## src/rtl/store_buffer.sv

```systemverilog
`default_nettype none
// ============================================================================
// Module   : store_buffer
// Purpose  : post-commit in-order store FIFO draining to data memory, with
//            store-to-load forwarding when STORE_BUFFER_FWD_EN is defined
//            (stall-on-word-match only when it is not).
// Revision : 1.0
// ============================================================================
module store_buffer #(
    parameter int DEPTH = 4
) (
    input  logic        clk_i,
    input  logic        rstn_i,

    input  logic        commit_store_i,
    input  logic [31:0] commit_addr_i,
    input  logic [31:0] commit_data_i,
    input  logic [1:0]  commit_size_i,
    output logic        full_o,
    output logic        empty_o,

    output logic        dmem_req_valid_o,
    input  logic        dmem_req_ready_i,
    output logic [31:0] dmem_addr_o,
    output logic [31:0] dmem_data_o,
    output logic [3:0]  dmem_be_o,

    input  logic        ld_valid_i,
    input  logic [31:0] ld_addr_i,
    input  logic [1:0]  ld_size_i,
    output logic        ld_hit_o,
    output logic [31:0] ld_data_o,
    output logic        ld_stall_o
);

    localparam int PTR_W = $clog2(DEPTH);
    localparam int CNT_W = PTR_W + 1;

    // Misaligned or size-3 accesses produce an empty mask (no-op write).
    function automatic logic [3:0] lane_mask(input logic [1:0] size, input logic [1:0] off);
        logic [3:0] m;
        m = 4'b0000;
        case (size)
            2'd0:    m = 4'b0001 << off;
            2'd1:    if (!off[0]) m = 4'b0011 << {off[1], 1'b0};
            2'd2:    if (off == 2'b00) m = 4'b1111;
            default: m = 4'b0000;
        endcase
        return m;
    endfunction

    logic [PTR_W-1:0] head_q, head_d;
    logic [PTR_W-1:0] tail_q, tail_d;
    logic [CNT_W-1:0] count_q, count_d;

    logic [29:0]      waddr_q [DEPTH];
    logic [31:0]      wdata_q [DEPTH];
    logic [3:0]       wmask_q [DEPTH];

    logic             w_push;
    logic             w_pop;

    assign full_o  = (count_q == CNT_W'(DEPTH));
    assign empty_o = (count_q == '0);
    assign w_push  = commit_store_i && !full_o;
    assign w_pop   = !empty_o && dmem_req_ready_i;

    always_comb begin
        head_d  = head_q;
        tail_d  = tail_q;
        count_d = count_q;
        if (w_pop)  head_d = head_q + PTR_W'(1);
        if (w_push) tail_d = tail_q + PTR_W'(1);
        case ({w_push, w_pop})
            2'b10:   count_d = count_q + CNT_W'(1);
            2'b01:   count_d = count_q - CNT_W'(1);
            default: count_d = count_q;
        endcase
    end

    always_ff @(posedge clk_i or negedge rstn_i) begin
        if (!rstn_i) begin
            head_q  <= '0;
            tail_q  <= '0;
            count_q <= '0;
        end else begin
            head_q  <= head_d;
            tail_q  <= tail_d;
            count_q <= count_d;
        end
    end

    // Entry payload needs no reset: every reader is qualified by count_q.
    always_ff @(posedge clk_i) begin
        if (w_push) begin
            waddr_q[tail_q] <= commit_addr_i[31:2];
            wdata_q[tail_q] <= commit_data_i << {commit_addr_i[1:0], 3'b000};
            wmask_q[tail_q] <= lane_mask(commit_size_i, commit_addr_i[1:0]);
        end
    end

    assign dmem_req_valid_o = !empty_o;
    assign dmem_addr_o      = empty_o ? 32'h0 : {waddr_q[head_q], 2'b00};
    assign dmem_data_o      = empty_o ? 32'h0 : wdata_q[head_q];
    assign dmem_be_o        = empty_o ? 4'h0  : wmask_q[head_q];

    // Scan oldest to youngest so the last match seen is the youngest.
    logic             w_match;
    logic [3:0]       w_hit_mask;
    logic [31:0]      w_hit_data;
    logic [PTR_W-1:0] w_idx;

    always_comb begin
        w_match    = 1'b0;
        w_hit_mask = 4'h0;
        w_hit_data = 32'h0;
        w_idx      = '0;
        for (int i = 0; i < DEPTH; i++) begin
            w_idx = head_q + PTR_W'(i);
            if ((CNT_W'(i) < count_q) && (waddr_q[w_idx] == ld_addr_i[31:2])) begin
                w_match    = 1'b1;
                w_hit_mask = wmask_q[w_idx];
                w_hit_data = wdata_q[w_idx];
            end
        end
    end

`ifdef STORE_BUFFER_FWD_EN
    logic [3:0] w_ld_mask;
    logic       w_cover;

    assign w_ld_mask  = lane_mask(ld_size_i, ld_addr_i[1:0]);
    assign w_cover    = ((w_hit_mask & w_ld_mask) == w_ld_mask);
    assign ld_hit_o   = ld_valid_i && w_match && w_cover;
    assign ld_stall_o = ld_valid_i && w_match && !w_cover;
    assign ld_data_o  = ld_hit_o ? w_hit_data : 32'h0;
`else
    logic w_unused_ld;

    assign w_unused_ld = ^{ld_size_i, ld_addr_i[1:0], w_hit_mask, w_hit_data};
    assign ld_hit_o    = 1'b0;
    assign ld_data_o   = 32'h0;
    assign ld_stall_o  = ld_valid_i && w_match;
`endif

endmodule
`default_nettype wire

```

## config.mk

```make
export PLATFORM = sky130hd
export DESIGN_NAME = store_buffer
export DESIGN_NICKNAME = d
export VERILOG_FILES = /design/src/rtl/store_buffer.sv
export SDC_FILE = /design/constraint.sdc
export NUM_CORES = 1
export LEC_CHECK = 0
export BUFFER_PORTS_ARGS = -buffer_cell sky130_fd_sc_hd__buf_2
export CAP_MARGIN = 20
export CORE_AREA = 2 2 195 178
export CTS_CLUSTER_DIAMETER = 120
export CTS_CLUSTER_SIZE = 20
export DETAILED_ROUTE_END_ITERATION = 6
export DIE_AREA = 0 0 197 180
export GPL_TIMING_DRIVEN = 0
export PLACE_DENSITY = 0.73
export SLEW_MARGIN = 20
export SYNTH_ARGS = -nofsm -noshare
export SYNTH_HDL_FRONTEND = slang
export SYNTH_SLANG_ARGS = --single-unit
export TNS_END_PERCENT = 30
```

## constraint.sdc

```tcl
create_clock -name clk_i -period 3.2 [get_ports clk_i]
set_clock_uncertainty 0.05 [all_clocks]
set_input_delay 0.16 -clock clk_i [delete_from_list [all_inputs] [get_ports clk_i]]
set_output_delay 0.16 -clock clk_i [all_outputs]
set_load 0.02 [all_outputs]
```

* Word level (Yosys, flattened, before mapping)
Memory sizes are Yosys's and may differ from the RTL's.
Index checks and enable logic that the tools add are counted.
** Storage, ports and cells
- Memory bits (writable) :: 264
- Output and inout port bits :: 105
- Input port bits :: 105
- Memories kept :: 3
- Bits in registers :: 7
- Logic and storage cells :: 55
** Memories
- wdata_q :: depth 4, width 32, rd ports 1, clocked after Yosys merged registers in 0, write ports 1, line 57 : logic [31:0] wdata_q [DEPTH];
- waddr_q :: depth 4, width 30, rd ports 4, clocked after Yosys merged registers in 0, write ports 1, line 56 : logic [29:0] waddr_q [DEPTH];
- wmask_q :: depth 4, width 4, rd ports 1, clocked after Yosys merged registers in 0, write ports 1, line 58 : logic [3:0] wmask_q [DEPTH];
** Operators by class
- Shift operators :: 3
- Magnitude comparators :: 4
- Reductions and logical operators :: 13
- Add/sub/neg operators :: 6
- Mux-type cells :: 14
- Eq/ne operators :: 9
** Operator list (count)
- $eq 30x30->1 :: 4
- $mux 32 :: 2
- $shl 32x5->32 :: 1
- $mux 4 :: 4
- $pmux 4 s3 :: 1
- $logic_and 1x1->1 :: 7
- $lt 1x3->1 const A :: 2
- $lt 2x3->1 const A :: 2
- $mux 1 :: 6
- $pmux 3 s2 :: 1
- $add 2x1->2 const B :: 2
- $add 2x2->2 const B :: 2
- $eq 2x1->1 const B :: 2
- $eq 2x2->1 const B :: 2
- $logic_not 2->1 :: 2
- $shl 1x2->4 const A :: 1
- $shl 2x2->4 const A :: 1
- $add 3x1->3 const B :: 1
- $eq 3x3->1 const B :: 1
- $logic_not 3->1 :: 1
- $sub 3x1->3 const B :: 1
- $logic_not 1->1 :: 2
- $reduce_bool 2->1 :: 1

* Depth between registers and ports, before layout
Gate-level depths: netlist of run 1.
An unclocked memory read counts as a cell.
- Depth after elaboration :: 8
- Depth in mapped cells :: 12
- Gate-level depth less buffers :: 9

* Worst setup path after synthesis of run 1
Ideal clock, no wire load.
- Path kind :: register to register
- From :: register count_q[0]
- To :: memory waddr_q[2][0] (enable)
- Stages on the path, launching flop included :: 7
- Required time :: 2.719 ns
- Setup slack :: -0.132 ns
- Period minus slack after synthesis :: 3.332 ns
- Library setup time :: 0.431 ns
- Buffers on the path :: 1
- Arrival :: 2.851 ns
- Path through :: dfrtp_1 inv_1 ha_1 and2_1 nor2b_1 clkbuf_1 and2_1
** On the way
- Cells in the longest elaborated chain, start to end :: 5
** Ends and longest elaborated chain
- start, declared :: line 54 : logic [CNT_W-1:0] count_q, count_d;
- start signal, assigned :: line 89 : count_q <= count_d;
- $eq 3x3->1 :: line 63 : assign full_o = (count_q == CNT_W'(DEPTH));
- net full_o :: line 19 : output logic full_o,
- $logic_not 1->1 :: line 65 : assign w_push = commit_store_i && !full_o;
- $logic_and 1x1->1 :: line 65
- $mux 1 :: line 95 : if (w_push) begin
- $mux 1 (not written as such) :: line 96 : waddr_q[tail_q] <= commit_addr_i[31:2];
- end, declared :: line 56
The timed path passes the listed nets, and every way through them passes these cells.

* Worst setup path in the final report of run 1
- From :: register head_q[1]
- To :: output ld_stall_o
** On the way
- Cells in the longest elaborated chain, start to end :: 8
- Elaborated cells on any way between the ends :: 17
- Classes of those cells :: add/sub (3); eq/ne (4); mux (4); reduce/logical (5); memory (1)
** Ends and longest elaborated chain
- start, declared :: line 52 : logic [PTR_W-1:0] head_q, head_d;
- start signal, assigned :: line 83 : head_q <= '0;
- start signal, assigned :: line 87 : head_q <= head_d;
- $add 2x1->2 / $mem_v2 4x30 (equally long branches)
- $mem_v2 4x30 *
- $eq 30x30->1 / $logic_and 1x1->1 (equally long branches) :: line 120 : if ((CNT_W'(i) < count_q) && (waddr_q[w_idx] == ld_addr_i[31:2])) begin
- $logic_and 1x1->1 / $mux 1 (equally long branches) :: line 120
- $mux 1 (2 in series) :: line 120
- $mux 1 * :: line 120
- $logic_and 1x1->1 * :: line 143 : assign ld_stall_o = ld_valid_i && w_match;
- end, declared :: line 33 : output logic ld_stall_o
Every way passes the cells marked *; elsewhere a longest branch is shown, timed or not.

==> metrics.yaml, run 1 <==
pwr:
  peakVddDrop_uv: 605
  pwr_density_cell_nw_per_um2: 981
  power_frac_clock_pct: 12.2
  p_leak_uw: 0.00673
  p_int_uw: 10100
  switchingPower_uw: 7800
  pwr-share-seq_pct: 28.3
  p_comb_share_pct: 59.5
  p_sw_share_pct: 43.7
setup_path:
  cp.arrival_ns: 3.50
  cp_slowest_cell: "dfrtp_2"
  r2r_slack_ns: 0.44
  critical_path.max_fanout: 10
  slowest_delay_ns: 0.45
  required_ns: 2.99
  rr_startpoint: "count_q[0]"
  crit_chain: "buf_8 > buf_8 > buf_6 > mux2i_1 > mux2i_1 > xor2_1 > nor4_2 > nand4_1 > nor4_2 > o41a_1 > buf_6"
  critical_path.startpoint_type: "flop"
  critPathBufInv: 4
  ff2ff_path_depth: 7
  cp-end-kind: "output port"
  r2r_end: "wdata_q[0][14]"
  worstSetupPathType: "reg2out"
  critPathTopFamily: "buffers and inverters"
placed_design:
  hpwl_um: 35900
  io_buffers: 152
  gp_congestion: 0.969
  post_dp_cell_area_sq_um: 16400
  place_ws_ns: -1.01
synth:
  synth_area_leader_cell: "edfxtp_1"
  ys_types: 63
  synth_ff_type: "edfxtp_1"
  yosys-top-cells-area: "edfxtp_1, mux2i_1, mux4_2, xor2_1, and2_1"
  syn_avg_cell_area_sq_um: 13.7
  async_flop_share_pct: 2.58
  synth_edf_count: 264
  netlist_area_sq_um: 14900
  seq_area_frac_synth_pct: 54.4
  post-synth-top-area-fraction_pct: 53.2
  netlist_instances: 1089
  ys_ff_latch: 271
  yosysWarnings: 0
run:
  max_cap_viol_count: 0
worst_hold_path:
  hold_end: "wdata_q[3][2]"
  hold_depth: 2
  min-delay-start: "commit_data_i[2]"
  hold_class: "in2reg"
clock_network:
  cts_sinks: 271
  htreeDepth: 1
  cts_made_buffers: 17
  clk_pin_slew_ns: 0.08
  cts_buffer_depth: 3
  cts_tree: "built"
  clkLatencyLatePin_ns: 0.52
  clockRootBuffer: "clkbuf_16"
run_status:
  outcome: "finished with violations"
  failed_checks: "negative setup slack"
sta:
  finalWorstSetupSlack_ns: -0.510
  final_hold_viol_count: 0
  worst_pin_slew_ns: 0.948
  setup_viol: 1
  clock.fmax_mhz: 270
  slew-limit-headroom_pct: 36.8
  finalCritPeriodShare_pct: 116
  final.min_clock_period_ns: 3.71
  rsz0062_at_grt: "true"
  slew_violations: 0
detailed_routing:
  viasPerCell: 5.91
  vias: 10600
  routedWlPerCell_um: 27.4
  drt-total-wl_um: 49000
  drc: 0
  first_pass_iters: 5
  drtIter0Drc: 866
  final_antenna_net_count: 0
floorplanning:
  core.rowCount: 64
  ios: 210
  initial_core_util_pct: 44.5
  die_h_um: 180
  dieArea_sq_um: 35500
  fp.dieW_um: 197
  coreArea_sq_um: 33500
global_route:
  grt.total_usage_pct: 27.2
  grt.overflow.total: 0
  antenna_found_initial: 2
  grt_pass1_wl_um: 70100
  first_global_vias: 10400
  grt_max_degree: 40
layout:
  final_cell_mix: "edfxtp_1, buf_2, mux2i_1"
  fill_cells: 2849
  drive_gt1_share_pct: 30.8
  nets: 1464
  area_growth_pct: 22.2
  stdcell_area_sq_um: 18200
  final_common_cell: "edfxtp_1"
-- power by group through the flow --
stage / sequential [uW] / clock [uW] / combinational (uW)
2_1_floorplan: 4990 / 0 / 6010
3_3_place_gp: 5090 / 0 / 9130
3_5_place_dp: 5070 / 0 / 9220
4_1_cts: 5030 / 2200 / 10000
5_1_grt: 5120 / 2320 / 11100
6_report: 5050 / 2170 / 10600
-- sequential cells by signal, indices dropped and copies added, names as in the netlist --
name and flops:
count_q 3, head_q 2, tail_q 2, waddr_q 120, wdata_q 128, wmask_q 16
-- layer usage --
| metal | global-route usage (%) | share of wire [%] | vias to the layer above | wire length, um |
|---|---|---|---|---|
| li1 | - | - | 4613 | - |
| met1 | 36.0 | 41 | 5343 | 19900 |
| met2 | 45.0 | 47 | 548 | 23200 |
| met3 | 5.95 | 8.5 | 95 | 4150 |
| met4 | 8.36 | 3.6 | 0 | 1770 |
| met5 | 0 | 0 | - | 0 |
-- synthesized netlist by cell type, drive strengths merged, types with 13 or more instances --
library cell    n
edfxtp        264
mux2i         146
buf            81
nand2          66
mux4           65
and2           63
xor2           50
nor2           45
xnor2          41
clkbuf         32
o21ai          28
a21oi          22
nor4           16
mux2           13
o22ai          13
-- how the worst max path moves through the flow --
stage / slack [ns] / cells after the start / to / from
finish: -0.51 / 11 / ld_stall_o / head_q[1]
global route: -0.53 / 11 / ld_stall_o / head_q[1]
CTS: -0.49 / 10 / ld_stall_o / head_q[0]
detailed placement: -1.01 / 10 / ld_stall_o / head_q[0]
global placement: -1.55 / 6 / wdata_q[1][8] / count_q[0]
floorplan: -0.13 / 6 / waddr_q[0][0] / count_q[0]
-- layout make-up --
class | instances | area (sq um) | area share (%)
diodes | 2 | 5.00 | 0.0275
plain buffers | 112 | 955 | 5.24
clock buffers | 28 | 467 | 2.56
clock inverters | 2 | 17.5 | 0.0962
inverters | 11 | 43.8 | 0.241
multi-input cells | 728 | 6720 | 36.9
flip-flops and latches | 271 | 8110 | 44.5
well taps | 429 | 537 | 2.95
repair buffers | 209 | 1360 | 7.46
-- stage by stage --
step	hold slack [ns]	util, %	setup TNS (ns)	total power [uW]	std cells
after floorplan	-0.186	-	-17.35	11000	1123
after global placement	-0.0405	48.8	-250.25	14200	1704
after global routing	0.0261	54.4	-0.531	18500	1791
after detailed placement	-0.0336	49.0	-29.38	14300	1708
after CTS	0.00436	53.1	-0.486	17300	1778
final	0.0192	54.4	-0.510	17900	1792
-- logic make-up after synthesis --
group	Yosys count	share of synthesized area, %
buffers and inverters	124	4.40
AOI/OAI and AO/OA	128	6.05
DFF	271	54.4
xor gates and xnor gates	91	5.35
muxes	224	20.8
other	1	0.0252
and+or+nand+nor	241	8.25
adders and majority gates	9	0.756
-- repair_timing --
item                                    CTS  global route
hold buffers                             33             0
endpoints found under the setup margin   59            53
resized for setup                       129            71
endpoints found under the hold margin   128             0
pin swaps                                15            13
setup buffers                             7            11
cloned                                    1             1
Power figures use the tool's default switching activity.
==> run 2: changes to the inputs <==
ABC_AREA = 1   (was not set)
CORE_AREA = 2 2 201 183   (was 2 2 195 178)
DIE_AREA = 0 0 203 185   (was 0 0 197 180)
==> metrics.yaml, run 2 <==
run_status:
  outcome: "finished with violations"
  failed_checks: "design-rule violations"
floorplanning:
  initial_core_util_pct: 44.2  # -0.32 points
  fp.dieW_um: 203  # +3.0%
  dieArea_sq_um: 37600  # +5.9%
  die_h_um: 185  # +2.8%
  core.rowCount: 66  # +3.1%
  coreArea_sq_um: 35600  # +6.3%
  ios: 210  # unchanged
detailed_routing:
  first_pass_iters: 7  # +2
  drc: 2  # +2
  routedWlPerCell_um: 22.6  # -17%
  vias: 15400  # +45%
  drt-total-wl_um: 61700  # +26%
  viasPerCell: 5.64  # -4.7%
  final_antenna_net_count: 0  # unchanged
  drtIter0Drc: 2026  # +130%
synth:
  netlist_area_sq_um: 15700  # +5.6%
  synth_area_leader_cell: "edfxtp_1"
  synth_edf_count: 264  # unchanged
  netlist_instances: 1971  # +81%
  ys_ff_latch: 271  # unchanged
  async_flop_share_pct: 2.58  # unchanged
  yosysWarnings: 0  # unchanged
  syn_avg_cell_area_sq_um: 7.98  # -42%
  ys_types: 27  # -57%
  yosys-top-cells-area: "edfxtp_1, nand2_1, nand3_1, inv_1, nor2_1"
  synth_ff_type: "edfxtp_1"
  yosysMostFrequentCell: "nand2_1"
  seq_area_frac_synth_pct: 51.5  # -2.9 points
  synth_common_cells: "nand2_1, nand3_1, edfxtp_1"
  post-synth-top-area-fraction_pct: 50.4  # -2.8 points
layout:
  fin_cells: 2727  # +52%
  nets: 2357  # +61%
  top_regs: "wdata_q x128, waddr_q x120, wmask_q x16"
  final_cell_mix: "nand2_1, nand3_1, edfxtp_1"
  largest_reg_flops: 128  # unchanged
  drive_gt1_share_pct: 15.2  # -16 points
  final_common_cell: "nand2_1"
  fill_cells: 3336  # +17%
  area_growth_pct: 19.6
  top_register: "wdata_q"
setup_path:
  crit_chain: "buf_4 > buf_2 > buf_2 > clkbuf_1 > nand3_1 > a31oi_1 > buf_2"
  critical_path.startpoint_type: "flop"
  critPathTopFamily: "buffers and inverters"
  required_ns: 2.99  # about the same
  cp-end-kind: "output port"
  crit_path_frequent_cell: "buf_2"
  r2r_slack_ns: 0.32  # -0.12 ns
  cp.arrival_ns: 2.96  # -0.54 ns
  critical_path.max_fanout: 10  # unchanged
  critPathBufInv: 5  # +1
  slowest_delay_ns: 0.46  # about the same
  cp_slowest_cell: "clkbuf_1"
  worstSetupPathType: "reg2out"
global_route:
  grt_pass1_wl_um: 88800  # +27%
  antenna_found_initial: 1  # -1
  grt.overflow.total: 0  # unchanged
  grt.total_usage_pct: 32.3  # +5.1 points
  grt_max_degree: 22  # -45%
  first_global_vias: 14300  # +37%
sta:
  slew_violations: 0  # unchanged
  finalCritPeriodShare_pct: 99.1  # -17 points
  slew-limit-headroom_pct: 49.5  # +13 points
  clock.fmax_mhz: 315  # +17%
  final.min_clock_period_ns: 3.17  # -0.538 ns
  worst_pin_slew_ns: 0.750  # -0.198 ns
  hold_ws_ns: 0.0356  # +0.0164 ns
  setup_viol: 0  # -1
  final_hold_viol_count: 0  # unchanged
  rsz0062_at_grt: "true"
clock_network:
  clk_pin_slew_ns: 0.09  # about the same
  clockRootBuffer: "clkbuf_16"
  cts_tree: "built"
  cts_buffer_depth: 3  # unchanged
  cts_sinks: 271  # unchanged
  cts_made_buffers: 17  # unchanged
  htreeDepth: 1  # unchanged
  clkLatencyLatePin_ns: 0.53  # about the same
pwr:
  peakVddDrop_uv: 787  # +30%
  p_leak_uw: 0.00863  # +28%
  pwr_density_cell_nw_per_um2: 1080  # +10%
placed_design:
  hpwl_um: 44900  # +25%
  gp_congestion: 1.01  # +4.4%
  io_buffers: 170  # +12%
  place_inst: 2664  # +56%
run:
  max_cap_viol_count: 0  # unchanged
worst_hold_path:
  hold_class: "in2reg"
-- run 2: changes by cell type after synthesis, sizes merged, moves of 17 or more --
cell | before | now
buf | 81 | 98
xor2 | 50 | 8
a22oi | 5 | 52
inv | 11 | 144
nor2 | 45 | 106
nand2 | 66 | 809
o21ai | 28 | 53
a21oi | 22 | 4
and2 | 63 | 0
mux2i | 146 | 0
nand3 | 5 | 322
a31oi | 3 | 36
xnor2 | 41 | 2
mux4 | 65 | 0
-- run 2: worst reg2reg max path: cells and delay by family, from the launching register on --
kind,cells,cell delay (ns)
and+or+nand+nor,3,1.08
DFF,1,0.45
buffers and inverters,4,0.77
adders and majority gates,1,0.24
-- run 2: final timing paths --
check                                      start               to  depth (start not counted)
worst max-delay path                   head_q[0]  dmem_data_o[18]                          7
worst min-delay path            commit_data_i[5]    wdata_q[3][5]                          3
worst max register to register        count_q[0]   wdata_q[3][10]                          8
worst min register to register        count_q[0]       count_q[0]                          1
max in group asynchronous                 rstn_i       count_q[1]                          3
min in group asynchronous                 rstn_i        tail_q[0]                          3
-- run 2: layout make-up --
type,instances,area [sq um],share of cell area [%]
clock buffer,23,448,2.38
antenna,1,2.50,0.0133
buffer,128,1010,5.37
timing repair buffer,219,1560,8.31
clock inverter,3,21.3,0.113
tap,476,596,3.17
multi-input combinational,1458,6510,34.6
inverter,148,558,2.97
sequential,271,8100,43.1
-- run 2: cells by family (layout without fill, tap and decap cells) --
family / count (synthesis) / in the layout / share of synthesized area, %
AOI/OAI and AO/OA: 148 / 148 / 5.87
xor gates and xnor gates: 10 / 10 / 0.557
and+or+nand+nor: 1256 / 1256 / 32.9
other: 1 / 36 / 0.0238
adders and majority gates: 9 / 9 / 0.716
DFF: 271 / 271 / 51.5
buffers and inverters: 276 / 521 / 8.43
-- run 2: report_power, final --
group	switching, uW	internal (uW)
combinational	9210	3880
sequential	314	4700
clock	1200	992
-- run 2: metal layers --
layer,GRT usage (%),vias to the layer above,routed length (um)
li1,-,7063,-
met1,42.2,7092,23500
met2,52.7,1018,27600
met3,6.67,205,7440
met4,13.5,0,3110
met5,0,-,0
-- run 2: repair_timing --
action                                 in CTS  in global routing
setup buffers                               0                  2
hold buffers                               33                  0
cloned                                      0                  1
setup endpoints to repair                  61                 23
endpoints found under the hold margin     129                  0
pin swaps                                   0                  3
resized for setup                          50                 69
-- run 2: stage by stage --
stage                     utilization (%)  instance area [sq um]  setup slack (ns)  TNS, ns  power (uW)
final                                52.9                  18800            0.0278        0       20300
after global routing                 52.9                  18800           -0.0691  -0.0691       21300
after CTS                            52.2                  18600           -0.0327  -0.0896       19500
after detailed placement             49.6                  17700            0.0982        0       17100
after global placement               48.6                  17300             -3.74  -948.07       16800
after floorplan                         -                  15900             -1.04  -274.66       12400
==> run 3: changes to the inputs <==
ABC_AREA = not set   (was 1)
CORE_AREA = 2 2 195 178   (was 2 2 201 183)
DIE_AREA = 0 0 197 180   (was 0 0 203 185)
HOLD_SLACK_MARGIN = 0.08   (was not set)
==> metrics.yaml, run 3 (synthesis results as in run 1) <==
sta:
  final.min_clock_period_ns: 3.73  # +0.559 ns
  clock.fmax_mhz: 268  # -15%
  slew-limit-headroom_pct: 35.9  # -14 points
  final_hold_viol_count: 0  # unchanged
  setup_viol: 1  # +1
  finalCritPeriodShare_pct: 117  # +17 points
  worst_pin_slew_ns: 0.961  # +0.211 ns
  finalWorstSetupSlack_ns: -0.531  # -0.559 ns
  rsz0062_at_grt: "true"
  slew_violations: 0  # unchanged
clock_network:
  clkLatencyLatePin_ns: 0.52  # about the same
  cts_buffer_depth: 3  # unchanged
  clockRootBuffer: "clkbuf_16"
  cts_tree: "built"
  htreeDepth: 1  # unchanged
  clk_pin_slew_ns: 0.08  # about the same
  cts_sinks: 271  # unchanged
  cts_made_buffers: 17  # unchanged
detailed_routing:
  viasPerCell: 5.87  # +4.2%
  final_antenna_net_count: 0  # unchanged
  first_pass_iters: 5  # -2
  drtIter0Drc: 905  # -55%
  vias: 10600  # -31%
  drt-total-wl_um: 49200  # -20%
  routedWlPerCell_um: 27.3  # +21%
  drc: 0  # -2
layout:
  post-route-util_pct: 54.7  # +1.8 points
  seqCellArea_sq_um: 8110  # about the same
  fill_cells: 2841  # -15%
  largest_reg_flops: 128  # unchanged
  final_common_cell: "edfxtp_1"
  fin_cells: 1800  # -34%
  final_cell_mix: "edfxtp_1, buf_2, mux2i_1"
  multi_input_area_sq_um: 6720  # +3.2%
  top_regs: "wdata_q x128, waddr_q x120, wmask_q x16"
  area_growth_pct: 22.8
  nets: 1473  # -38%
  top_register: "wdata_q"
  drive_gt1_share_pct: 30.6  # +15 points
floorplanning:
  core.rowCount: 64  # -3.0%
  coreArea_sq_um: 33500  # -6.0%
  ios: 210  # unchanged
  fp.dieW_um: 197  # -3.0%
  initial_core_util_pct: 44.5  # +0.32 points
  dieArea_sq_um: 35500  # -5.6%
  die_h_um: 180  # -2.7%
placed_design:
  place_ws_ns: -1.01  # -1.11 ns
  gp_congestion: 0.969  # -4.2%
  io_buffers: 152  # -11%
  place_inst: 1708  # -36%
  hpwl_um: 35900  # -20%
global_route:
  first_global_vias: 10500  # -27%
  antenna_found_initial: 1  # unchanged
  grt.overflow.total: 0  # unchanged
  grt.total_usage_pct: 27.3  # -5.1 points
  grt_pass1_wl_um: 70200  # -21%
  grt_max_degree: 40  # +82%
setup_path:
  required_ns: 2.99  # about the same
  cp_slowest_cell: "dfrtp_2"
  critPathBufInv: 4  # -1
  worstSetupPathType: "reg2out"
  crit_chain: "buf_8 > buf_8 > buf_6 > mux2i_1 > mux2i_1 > xor2_1 > nor4_2 > nand4_1 > nor4_2 > o41a_1 > buf_6"
  critical_path.max_fanout: 10  # unchanged
  critPathTopFamily: "buffers and inverters"
  cp-end-kind: "output port"
  slowest_delay_ns: 0.45  # about the same
  cp.arrival_ns: 3.52  # +0.56 ns
  critical_path.startpoint_type: "flop"
run_status:
  failed_checks: "negative setup slack"
  outcome: "finished with violations"
pwr:
  peakVddDrop_uv: 604  # -23%
  pwr_density_cell_nw_per_um2: 976  # -9.5%
  p_leak_uw: 0.00677  # -22%
run:
  max_cap_viol_count: 0  # unchanged
worst_hold_path:
  hold_class: "in2reg"
## run 3: path summary, 6_finish.rpt
path / start / end / slack (ns) / cells past startpoint
hold reg to reg: count_q[0] / count_q[0] / 0.55 / 1
hold / removal: commit_size_i[1] / wmask_q[2][0] / 0.09 / 2
setup reg to reg: count_q[0] / wdata_q[0][14] / 0.44 / 7
max in group asynchronous: rstn_i / head_q[0] / 2.24 / 3
setup / recovery: head_q[1] / ld_stall_o / -0.53 / 11
min in group asynchronous: rstn_i / count_q[2] / 0.56 / 3
## run 3: timing repair
item,4_1_cts,5_1_grt
cloned,1,1
resized for setup,129,71
buffers inserted,7,11
endpoints found under the setup margin,59,53
hold endpoints to repair,169,0
pin swaps,15,13
hold buffers,42,0
## run 3: per-stage QoR
step           power [uW]  hold WS [ns]  area, sq um  setup TNS [ns]
6_report            17900        0.0942        18300          -0.531
5_1_grt             18600         0.123        18300          -0.531
4_1_cts             17300        0.0897        17900          -0.486
3_5_place_dp        14300       -0.0336        16400          -29.38
3_3_place_gp        14200       -0.0405        16300         -250.25
2_1_floorplan       11000        -0.186        15000          -17.35
## run 3: final cells by class
class,instances,share of cell area [%]
multi-input combinational,728,36.7
inverter,11,0.239
tap,429,2.93
clock buffer,28,2.55
antenna,1,0.0137
clock inverter,2,0.0958
buffer,112,5.22
timing repair buffer,218,7.91
sequential,271,44.3
## run 3: where the power goes
| part | internal, uW | total [uW] | switching, uW |
|---|---|---|---|
| Combinational | 4330 | 10600 | 6310 |
| Sequential | 4710 | 5050 | 336 |
| Clock | 1010 | 2170 | 1150 |
## run 3: metal layers
metal	up-vias	wire length, um	track usage, %	part of all wire (%)
met5	-	0	0	0
met4	0	1800	8.57	3.7
met3	90	4340	5.95	8.8
met2	551	23400	45.1	47
met1	5298	19700	36.0	40
li1	4635	-	-	-
## run 3: worst reg2reg max path, cell delays in order (launching register included)
cell	delay, ns
dfrtp_1	0.46
inv_1	0.11
ha_1	0.21
and2_1	0.16
nor2b_1	0.12
clkbuf_1	0.32
and2_4	0.68
buf_12	0.31
